$ cat src/rtl/mult_datapath_if.sv
// Bus between the multiplier control FSM (master) and the arithmetic datapath (slave).
// Carries operands, step controls, the step count and the result outputs.
interface mult_datapath_if;
  logic [7:0]  dataa;
  logic [7:0]  datab;
  logic [1:0]  input_sel;
  logic [1:0]  shift_sel;
  logic        clk_ena;
  logic        sclr_n;
  logic        done;
  logic [1:0]  count;
  logic [15:0] product8x8;
  logic        result_valid;
  logic        overflow;

  modport master (
    output dataa, datab, input_sel, shift_sel, clk_ena, sclr_n, done,
    input  count, product8x8, result_valid, overflow
  );

  modport slave (
    input  dataa, datab, input_sel, shift_sel, clk_ena, sclr_n, done,
    output count, product8x8, result_valid, overflow
  );
endinterface

$ cat src/rtl/mult_datapath.sv
// Sequential 8x8 multiplier datapath: one shifted 4x4 partial product per enabled
// cycle into a 16-bit accumulator, final product registered on done.
module mult_datapath #(
  parameter bit HOLD_OPERANDS = 1'b1,
  parameter bit OVF_STICKY    = 1'b1
) (
  input  logic            clk,
  input  logic            reset_a,
  mult_datapath_if.slave  bus
);

  logic [7:0]  r_op_a;
  logic [7:0]  r_op_b;
  logic [1:0]  r_count;
  logic [15:0] r_accum;
  logic        r_overflow;
  logic [15:0] r_product;
  logic        r_valid;

  logic [7:0]  w_a;
  logic [7:0]  w_b;
  logic [3:0]  w_a_nib;
  logic [3:0]  w_b_nib;
  logic [7:0]  w_pp;
  logic [15:0] w_shifted_pp;
  logic [16:0] w_sum;

  assign w_a     = HOLD_OPERANDS ? r_op_a : bus.dataa;
  assign w_b     = HOLD_OPERANDS ? r_op_b : bus.datab;
  assign w_a_nib = bus.input_sel[1] ? w_a[7:4] : w_a[3:0];
  assign w_b_nib = bus.input_sel[0] ? w_b[7:4] : w_b[3:0];
  assign w_pp    = {4'b0000, w_a_nib} * {4'b0000, w_b_nib};

  // NOTE: default assigned before the case so every path drives w_shifted_pp (no latch).
  always_comb begin
    w_shifted_pp = {8'h00, w_pp};
    case (bus.shift_sel)
      2'b01:   w_shifted_pp = {4'h0, w_pp, 4'h0};
      2'b10:   w_shifted_pp = {w_pp, 8'h00};
      default: w_shifted_pp = {8'h00, w_pp};
    endcase
  end

  assign w_sum = {1'b0, r_accum} + {1'b0, w_shifted_pp};

  // Selects are only consumed under clk_ena, so X on them never reaches state.
  // NOTE: non-blocking assignments so every flop samples pre-edge values.
  always_ff @(posedge clk or posedge reset_a) begin
    if (reset_a) begin
      r_op_a     <= '0;
      r_op_b     <= '0;
      r_count    <= '0;
      r_accum    <= '0;
      r_overflow <= 1'b0;
    end else if (bus.clk_ena) begin
      if (!bus.sclr_n) begin
        r_count    <= '0;
        r_accum    <= '0;
        r_overflow <= 1'b0;
        if (HOLD_OPERANDS) begin
          r_op_a <= bus.dataa;
          r_op_b <= bus.datab;
        end
      end else begin
        r_count    <= r_count + 2'd1;
        r_accum    <= w_sum[15:0];
        r_overflow <= OVF_STICKY ? (r_overflow | w_sum[16]) : w_sum[16];
      end
    end
  end

  // done is sampled regardless of clk_ena; a coincident clear still sees the old accumulator.
  always_ff @(posedge clk or posedge reset_a) begin
    if (reset_a) begin
      r_product <= '0;
      r_valid   <= 1'b0;
    end else begin
      r_valid <= bus.done;
      if (bus.done) r_product <= r_accum;
    end
  end

  assign bus.count        = r_count;
  assign bus.product8x8   = r_product;
  assign bus.result_valid = r_valid;
  assign bus.overflow     = r_overflow;

endmodule

$ cat src/flat_wrapper.sv
// flat-port wrapper written by rule: the top's interface ports become plain ports
module mult_datapath_flat 
#(
  parameter bit HOLD_OPERANDS = 1'b1,
  parameter bit OVF_STICKY    = 1'b1
)
  (clk, reset_a, bus_dataa, bus_datab, bus_input_sel, bus_shift_sel, bus_clk_ena, bus_sclr_n, bus_done, bus_count, bus_product8x8, bus_result_valid, bus_overflow);
  mult_datapath_if bus_i ();
  input  logic clk;
  input  logic reset_a;
  input wire logic [$bits(bus_i.dataa)-1:0] bus_dataa;
  input wire logic [$bits(bus_i.datab)-1:0] bus_datab;
  input wire logic [$bits(bus_i.input_sel)-1:0] bus_input_sel;
  input wire logic [$bits(bus_i.shift_sel)-1:0] bus_shift_sel;
  input wire logic [$bits(bus_i.clk_ena)-1:0] bus_clk_ena;
  input wire logic [$bits(bus_i.sclr_n)-1:0] bus_sclr_n;
  input wire logic [$bits(bus_i.done)-1:0] bus_done;
  output wire logic [$bits(bus_i.count)-1:0] bus_count;
  output wire logic [$bits(bus_i.product8x8)-1:0] bus_product8x8;
  output wire logic [$bits(bus_i.result_valid)-1:0] bus_result_valid;
  output wire logic [$bits(bus_i.overflow)-1:0] bus_overflow;
  assign bus_i.dataa = bus_dataa;
  assign bus_i.datab = bus_datab;
  assign bus_i.input_sel = bus_input_sel;
  assign bus_i.shift_sel = bus_shift_sel;
  assign bus_i.clk_ena = bus_clk_ena;
  assign bus_i.sclr_n = bus_sclr_n;
  assign bus_i.done = bus_done;
  assign bus_count = bus_i.count;
  assign bus_product8x8 = bus_i.product8x8;
  assign bus_result_valid = bus_i.result_valid;
  assign bus_overflow = bus_i.overflow;
  mult_datapath #(.HOLD_OPERANDS(HOLD_OPERANDS), .OVF_STICKY(OVF_STICKY)) u_core (.clk(clk), .reset_a(reset_a), .bus(bus_i));
endmodule
$ cat config.mk
export PLATFORM = sky130hd
export DESIGN_NAME = mult_datapath_flat
export DESIGN_NICKNAME = d
export VERILOG_FILES = /design/src/rtl/mult_datapath_if.sv /design/src/rtl/mult_datapath.sv /design/src/flat_wrapper.sv
export SDC_FILE = /design/constraint.sdc
export NUM_CORES = 1
export LEC_CHECK = 0
export CELL_PAD_IN_SITES_DETAIL_PLACEMENT = 0
export CELL_PAD_IN_SITES_GLOBAL_PLACEMENT = 1
export CORE_MARGIN = 8
export CORE_UTILIZATION = 39
export CTS_CLUSTER_SIZE = 28
export DETAILED_ROUTE_END_ITERATION = 16
export PLACE_DENSITY = 0.83
export SETUP_SLACK_MARGIN = 0.3
export SYNTH_ARGS = -nofsm -noshare
export SYNTH_HDL_FRONTEND = slang
export SYNTH_SLANG_ARGS = --single-unit
$ cat constraint.sdc
create_clock -name clk -period 4.5 [get_ports clk]
set_clock_uncertainty 0.05 [all_clocks]
set_input_delay 0.9 -clock clk [delete_from_list [all_inputs] [get_ports clk]]
set_output_delay 0.9 -clock clk [all_outputs]
set_load 0.02 [all_outputs]
After elaboration in Yosys (flattened, before gate mapping)
Cells that the tools add are included.
{"block": "word_totals", "regBits": 52, "input_bits": 25, "output_inout_bits": 20, "word_cells": 21}
{"block": "op_classes", "addsub": 2, "multipliers": 1, "n_eq_ne": 2, "mux": 6, "bitwise": 2, "reduce_logical": 1}
{"operator": "$pmux W16 S2", "count": 1}
{"operator": "$add A16 B16 Y17", "count": 1}
{"operator": "$mux W16", "count": 1}
{"operator": "$mul A4 B4 Y8", "count": 1}
{"operator": "$mux W4", "count": 2}
{"operator": "$add A2 B1 Y2 const B", "count": 1}
{"operator": "$eq A2 B1 Y1 const B", "count": 1}
{"operator": "$eq A2 B2 Y1 const B", "count": 1}
{"operator": "$mux W2", "count": 1}
{"operator": "$reduce_and A2 Y1", "count": 1}
{"operator": "$mux W1", "count": 1}
{"operator": "$not A1 Y1", "count": 1}
{"operator": "$or A1 B1 Y1", "count": 1}

Depth between registers and ports, before layout
Gate-level depths: netlist of run 1.
{"block": "logic_depth", "depth_word": 6, "ltp_mapped": 19, "depth_no_buf": 18}

Worst setup path after synthesis of run 1
No wires, ideal clock.
{"block": "synth_timing", "kind": "input -> register", "start": "input port bus_input_sel[1]", "end": "register u_core.r_accum[14]", "setup_time_ns": 0.096, "arrival_time_ns": 5.326, "required_ns": 4.354, "slack_ns": -0.971, "cell_stages": 18, "n_path_buf": 1, "path_cell_list": "clkbuf_1 > mux2i_1 > or2_2 > fa_1 > inv_1 > fa_1 > ha_1 > a21o_1 > a21o_1 > a21oi_1 > nand4b_1 > nand3_1 > ha_1 > and4_4 > nand2_2 > or4_4 > and4_4 > o32ai_2"}
{"block": "synth_between", "elab_chain_cells": 5}
{"item": "start, declared", "line_no": "flat_wrapper.sv:13", "text": "input wire logic [$bits(bus_i.input_sel)-1:0] bus_input_sel;"}
{"item": "$mux W4", "line_no": "mult_datapath.sv:30", "text": "assign w_a_nib = bus.input_sel[1] ? w_a[7:4] : w_a[3:0];"}
{"item": "$mul A4 B4 Y8", "line_no": "mult_datapath.sv:32", "text": "assign w_pp = {4'b0000, w_a_nib} * {4'b0000, w_b_nib};"}
{"item": "$pmux W16 S2", "line_no": "mult_datapath.sv:37", "text": "case (bus.shift_sel)"}
{"item": "$add A16 B16 Y17", "line_no": "mult_datapath.sv:44", "text": "assign w_sum = {1'b0, r_accum} + {1'b0, w_shifted_pp};"}
{"item": "$mux W16", "line_no": "mult_datapath.sv:56", "text": "if (!bus.sclr_n) begin"}
{"item": "end signal, assigned", "line_no": "mult_datapath.sv:66", "text": "r_accum <= w_sum[15:0];"}
{"item": "end, declared", "line_no": "mult_datapath.sv:15", "text": "logic [15:0] r_accum;"}
Every way passes these cells.
A chain may end at the register's enable or synchronous reset.

Worst setup path after layout of run 1
{"block": "layout_timing", "start": "input port bus_input_sel[0]", "end": "register u_core.r_accum[14]"}
{"block": "layout_between", "elab_chain_cells": 5}
{"item": "$mux W4", "line_no": "mult_datapath.sv:31", "text": "assign w_b_nib = bus.input_sel[0] ? w_b[7:4] : w_b[3:0];"}
{"item": "$mul A4 B4 Y8", "line_no": "mult_datapath.sv:32"}
{"item": "$pmux W16 S2", "line_no": "mult_datapath.sv:37"}
{"item": "$add A16 B16 Y17", "line_no": "mult_datapath.sv:44"}
{"item": "$mux W16", "line_no": "mult_datapath.sv:56"}
Every way passes these cells.

==> metrics.yaml, run 1 <==
clock_latency_ps: 310
wl_per_cell_um: 16.29
pwr_density_cell_nw_per_um2: 467.6
cts_tree: "yes"
synth_seq_cells: 52
setup_viol: 11
final_net_count: 526
netlist_top_cells_count: "dfrtp_1, mux2_2, ha_1"
grt_overflow: 0
violations: "setup timing"
syn_avg_cell_area_um2: 9.953
crit_chain: "buf_6 -> buf_8 -> mux2i_4 -> or2_4 -> fa_1 -> inv_2 -> fa_1 -> ha_1 -> a21o_1 -> a21o_1 -> xor2_2 -> a22oi_1 -> nor2_1 -> ha_1 -> and4_4 -> nand2_4 -> or4_4 -> and4_4 -> o32ai_2"
clk_pin_slew_ps: 100
ys_types: 50
fmax_mhz: 201.0
yosysMostFrequentCell: "dfrtp_1"
synth-edff-count: 0
pre_cts_ws_ps: -1103
fin_crit_ps: 4975
grt_max_degree: 32
reg2regPathDepth: 17
syn_inst: 353
start_util_pct: 40.29
cp_data_required_time_ps: 4670
maxCapViolCount: 0
outcome: "complete, but fails checks"
antennaDiodeCount: 0
fp-row-count: 34
root_buffer: "clkbuf_8"
rsz0062_at_grt: "yes"
coreArea_um2: 8721
cts_sinks: 52
grt_pass1_wl_um: 15880
worst_slack_ps: -475.0
syn_area_um2: 3513
port_buffers: 44
avgViaCountPerCell: 5.395
antenna_found_initial: 0
vias: 3102
finalMaxSlewViolations: 0
hold_path_class: "reg2reg"
track_usage_pct: 15.12
cp_slowest_stage_delay_ps: 540
drc: 0
synth.area.top_cells: "dfrtp_1, ha_1, mux2_2"
critical_path_class: "in2reg"
ir_drop_mv: 0.3572
die_area_um2: 12300
syn_nets: 413
crit_fanout: 4
cp.arrival_ps: 5150
drt_iter0_drc: 124
ys_warn_count: 0
clockBufferDepth: 2
first_global_vias: 3259
post-route-period-util_pct: 110.6
critPathLaunchType: "input port"
p_leak_nw: 2.365
whs_path_depth: 1
drive_gt1_share_pct: 38.76
hold_viol: 0
synthFlopType: "dfrtp_1"
synth_top_cell_by_area: "dfrtp_1"
htree_levels: 2
die_h_um: 110.9
worstMarginPinSlew_ps: 847.5
wirelength_um: 9364
synth_top_cell_area_share_pct: 37.04
first_pass_iters: 4
end_kind: "flop"
cts_buffers: 5
top_level_ports: 45
gp_congestion: 0.8747
area_growth_syn_to_layout_pct: 44.55
ys_seq_area_share_pct: 37.04
die_w_um: 110.9
drtAntennaViolNets: 0
hpwlAfterDp_um: 6904
async_flop_share_pct: 100.0
max_slew_margin_pct: 43.33
cp_slowest_cell: "fa_1"
postCtsHoldBufs: 0
finalSetupTns_ps: -3703
[per-stage QoR]
step	util [%]	area [um^2]	cells	hold slack (ps)	power, W
6_report	58.24	5079	575	461.3	0.002375
5_1_grt	58.24	5079	575	485.2	0.002543
4_1_cts	56.03	4886	569	469.3	0.002276
3_5_place_dp	53.04	4626	554	446.7	0.001864
3_3_place_gp	53.04	4626	554	439.9	0.001837
2_1_floorplan	-	3674	353	428.4	0.001373
[flip-flops by register name, indices dropped and copies added, names as in the netlist]
register and flops:
u_core.r_op_a 8, u_core.r_op_b 8, u_core.r_accum 16, u_core.bus.count 2, u_core.bus.product8x8 16, u_core.bus.overflow 1
u_core.bus.result_valid 1
[layer usage]
metal	up-vias	track usage, %	wire (um)
li1	1496	-	-
met5	-	0	0
met4	0	5.405	154
met2	44	25.87	4699
met3	15	1.677	242
met1	1547	19.06	4268
[final cells by class]
| type | count | area, um^2 |
|---|---|---|
| clock buffer | 6 | 72.57 |
| clock inverter | 2 | 16.27 |
| fill | 725 | 3642 |
| inverter | 26 | 97.59 |
| multi-input combinational | 261 | 2422 |
| sequential | 52 | 1301 |
| tap | 108 | 135.1 |
| timing repair buffer | 120 | 1033 |
[cells in the final DEF (no fill, tap or decap), types with 6 or more instances in the layout]
| cell | count |
|---|---|
| buf_4 | 70 |
| dfrtp_1 | 52 |
| clkdlybuf4s50_1 | 42 |
| mux2_2 | 32 |
| inv_1 | 23 |
| ha_1 | 22 |
| nor2_1 | 21 |
| nand2_1 | 16 |
| a21oi_1 | 9 |
| o22ai_1 | 8 |
| nand3_1 | 8 |
| ha_4 | 8 |
| a21o_1 | 7 |
| mux2i_1 | 7 |
| o21ai_2 | 6 |
| nor2b_1 | 6 |
| a21oi_2 | 6 |
| buf_6 | 6 |
[final timing paths]
check	start	to	slack, ps
max	bus_input_sel[0]	u_core.r_accum[14]	-480
min	u_core.bus.product8x8[12]	u_core.bus.product8x8[12]	460
max reg2reg	u_core.r_op_b[5]	u_core.r_accum[14]	30
min reg2reg	u_core.bus.product8x8[12]	u_core.bus.product8x8[12]	460
max in group asynchronous	reset_a	u_core.r_accum[14]	2710
min in group asynchronous	reset_a	u_core.bus.product8x8[0]	930
[report_power, final]
group | switching (W) | internal (W) | total, W
clock network | 0.000167 | 0.000111 | 0.000279
logic | 0.000668 | 0.000774 | 0.00144
registers | 0.0000859 | 0.000567 | 0.000653
[worst max-delay path, delay by kind of cell]
kind | cells | cell delay, ps
simple gates | 6 | 1230
fa+ha+maj | 4 | 1670
xor+xnor | 1 | 170
compound gates | 4 | 730
buf+inv | 3 | 250
mux | 1 | 180
[repair_timing]
action	4_1_cts	5_1_grt
pin swaps	25	34
endpoints found under the hold margin	0	0
endpoints found under the setup margin	14	12
buffers inserted	7	6
resized for setup	35	33
[cells by family after synthesis]
family,count (synthesis),share of synthesized area (%)
buf+inv,40,4.629
simple gates,91,13.14
fa+ha+maj,35,13.53
mux,44,13.68
compound gates,80,15.24
xor+xnor,11,2.742
flops,52,37.04
Note: power is estimated with default switching activity, not from simulation.
==> run 2: changes to the inputs <==
- CORE_UTILIZATION: 39 -> 44
- PLACE_DENSITY: 0.83 -> 0.88
- RECOVER_POWER: not set -> 25
- clock period: 4.5 -> 5.2 ns (I/O delays scaled with it)
==> run 2 against run 1 <==
Effect of this change: the flow finishes with violations (capacitance limit, slew limit); first-iteration DRC count down 5.6%; sequential power shrank 14%; clock power rose by 16%; largest cell class unchanged.
==> metrics.yaml, run 2 (synthesized netlist as in run 1, its figures left out) <==
pwr_density_cell_nw_per_um2: 412.2  # -12%
final_cell_mix: "dfrtp_1, buf_4, clkdlybuf4s50_1"
die_h_um: 105.4  # -5.0%
hold_path_class: "reg2reg"
post-route-period-util_pct: 98.40
maxCapViolCount: 1  # +1
postCtsHoldBufs: 0  # unchanged
p_total_w: 0.002003  # -16%
crit_fanout: 6  # +2
critPathTopFamily: "adder cells"
placed_area_um2: 4459  # -3.6%
violations: "capacitance limit, slew limit"
drt_iter0_drc: 117  # -5.6%
hold_viol: 0  # unchanged
fin_crit_ps: 5117
instances_no_fill: 546  # -5.0%
port_buffers: 44  # unchanged
worstMarginPinSlew_ps: 1982  # +1135 ps
crit_chain: "buf_6 -> buf_6 -> mux2i_4 -> or2_4 -> fa_1 -> inv_2 -> fa_1 -> inv_1 -> fa_2 -> nor2b_1 -> o21a_1 -> o21ai_0 -> nand3b_1 -> a21oi_1 -> ha_2 -> and4_4 -> nand2_4 -> or4_4 -> a31oi_1 -> o32ai_2"
ir_drop_mv: 0.2823  # -21%
hpwlAfterDp_um: 6632  # -3.9%
gp_congestion: 0.9254  # +5.8%
final_common_cell: "dfrtp_1"
cts_sinks: 52  # unchanged
place_inst: 529  # -4.5%
grt_overflow: 0  # unchanged
clock_latency_ps: 310  # about the same
max_slew_margin_pct: -32.16  # -75 points
antennaDiodeCount: 0  # unchanged
utilization_pct: 62.90  # +4.7 points
grt_max_degree: 53  # +66%
rsz0062_at_grt: "yes"
coreArea_um2: 7727  # -11%
drtAntennaViolNets: 0  # unchanged
end_kind: "flop"
final_area_um2: 4861  # -4.3%
start_util_pct: 45.47  # +5.2 points
cp_data_required_time_ps: 5320  # +650 ps
avgViaCountPerCell: 5.559  # +3.0%
htree_levels: 2  # unchanged
root_buffer: "clkbuf_8"
finalMaxSlewViolations: 53  # +53
clockBufferDepth: 2  # unchanged
cts_buffers: 5  # unchanged
setup_viol: 0  # -11
drc: 0  # unchanged
cp_slowest_cell: "fa_1"
wl_per_cell_um: 16.67  # +2.3%
antenna_found_initial: 0  # unchanged
vias: 3035  # -2.2%
fp-row-count: 32  # -5.9%
critPathLaunchType: "input port"
cts_tree: "yes"
critical_path_class: "in2reg"
crit_buf_inv: 4  # +1
n_fill_cell: 645  # -11%
die_w_um: 105.4  # -5.0%
p_leak_nw: 2.260  # -4.4%
area_growth_syn_to_layout_pct: 38.35
first_pass_iters: 4  # unchanged
wirelength_um: 9100  # -2.8%
cp.arrival_ps: 5240  # +90 ps
clk_pin_slew_ps: 100  # about the same
top_level_ports: 45  # unchanged
outcome: "complete, but fails checks"
cp_slowest_stage_delay_ps: 550  # about the same
drive_gt1_share_pct: 33.33  # -5.4 points
track_usage_pct: 16.11  # +1.0 points
grt_pass1_wl_um: 14880  # -6.3%
final_net_count: 504  # -4.2%
fmax_mhz: 195.4
first_global_vias: 3099  # -4.9%
die_area_um2: 11100  # -9.8%
-- run 2: per-layer routing --
metal | track usage (%) | vias up | part of all wire [%]
met5 | 0 | - | 0
met4 | 3.466 | 0 | 1.7
met2 | 28.55 | 80 | 51
li1 | - | 1451 | -
met3 | 2.741 | 15 | 4.7
met1 | 19.96 | 1489 | 43
-- run 2: layout make-up --
class	instances	area, um^2	area share, %
Multi-Input combinational cell	261	2337	48.08
Sequential cell	52	1301	26.77
Timing Repair Buffer	98	868.3	17.86
Tap cell	102	127.6	2.625
Inverter	26	97.59	2.008
Clock buffer	5	68.82	1.416
Clock inverter	2	60.06	1.236
-- run 2: final timing paths --
path	startpoint	to	slack (ps)	depth (start not counted)
max in group asynchronous	reset_a	u_core.bus.product8x8[4]	2170	2
min in group asynchronous	reset_a	u_core.r_accum[2]	1770	2
worst min register to register	u_core.bus.product8x8[9]	u_core.bus.product8x8[9]	460	1
worst max register to register	u_core.r_op_b[5]	u_core.r_accum[14]	730	18
worst min-delay path	u_core.bus.product8x8[9]	u_core.bus.product8x8[9]	460	1
worst max-delay path	bus_input_sel[0]	u_core.r_accum[14]	80	20
-- run 2: power breakdown --
part | internal (W) | switching [W] | total [W]
Clock | 0.000190 | 0.000136 | 0.000325
Sequential | 0.000491 | 0.0000715 | 0.000563
Combinational | 0.000573 | 0.000542 | 0.00112
-- run 2: timing repair --
| action | 4_1_cts | 5_1_grt |
|---|---|---|
| buffers inserted | 5 | 5 |
| pin swaps | 22 | 34 |
| endpoints found under the setup margin | 11 | 11 |
| resized for setup | 28 | 29 |
-- run 2: per-stage QoR --
stage / TNS (ps) / hold WS (ps) / setup WS [ps]
2_1_floorplan: 0 / 428.4 / 11.52
3_3_place_gp: -4037 / 438.8 / -504.8
3_5_place_dp: -4372 / 443.9 / -536.3
4_1_cts: 0 / 466.6 / 0.8682
5_1_grt: -62.64 / 484.6 / -37.77
6_report: 0 / 463.8 / 82.94
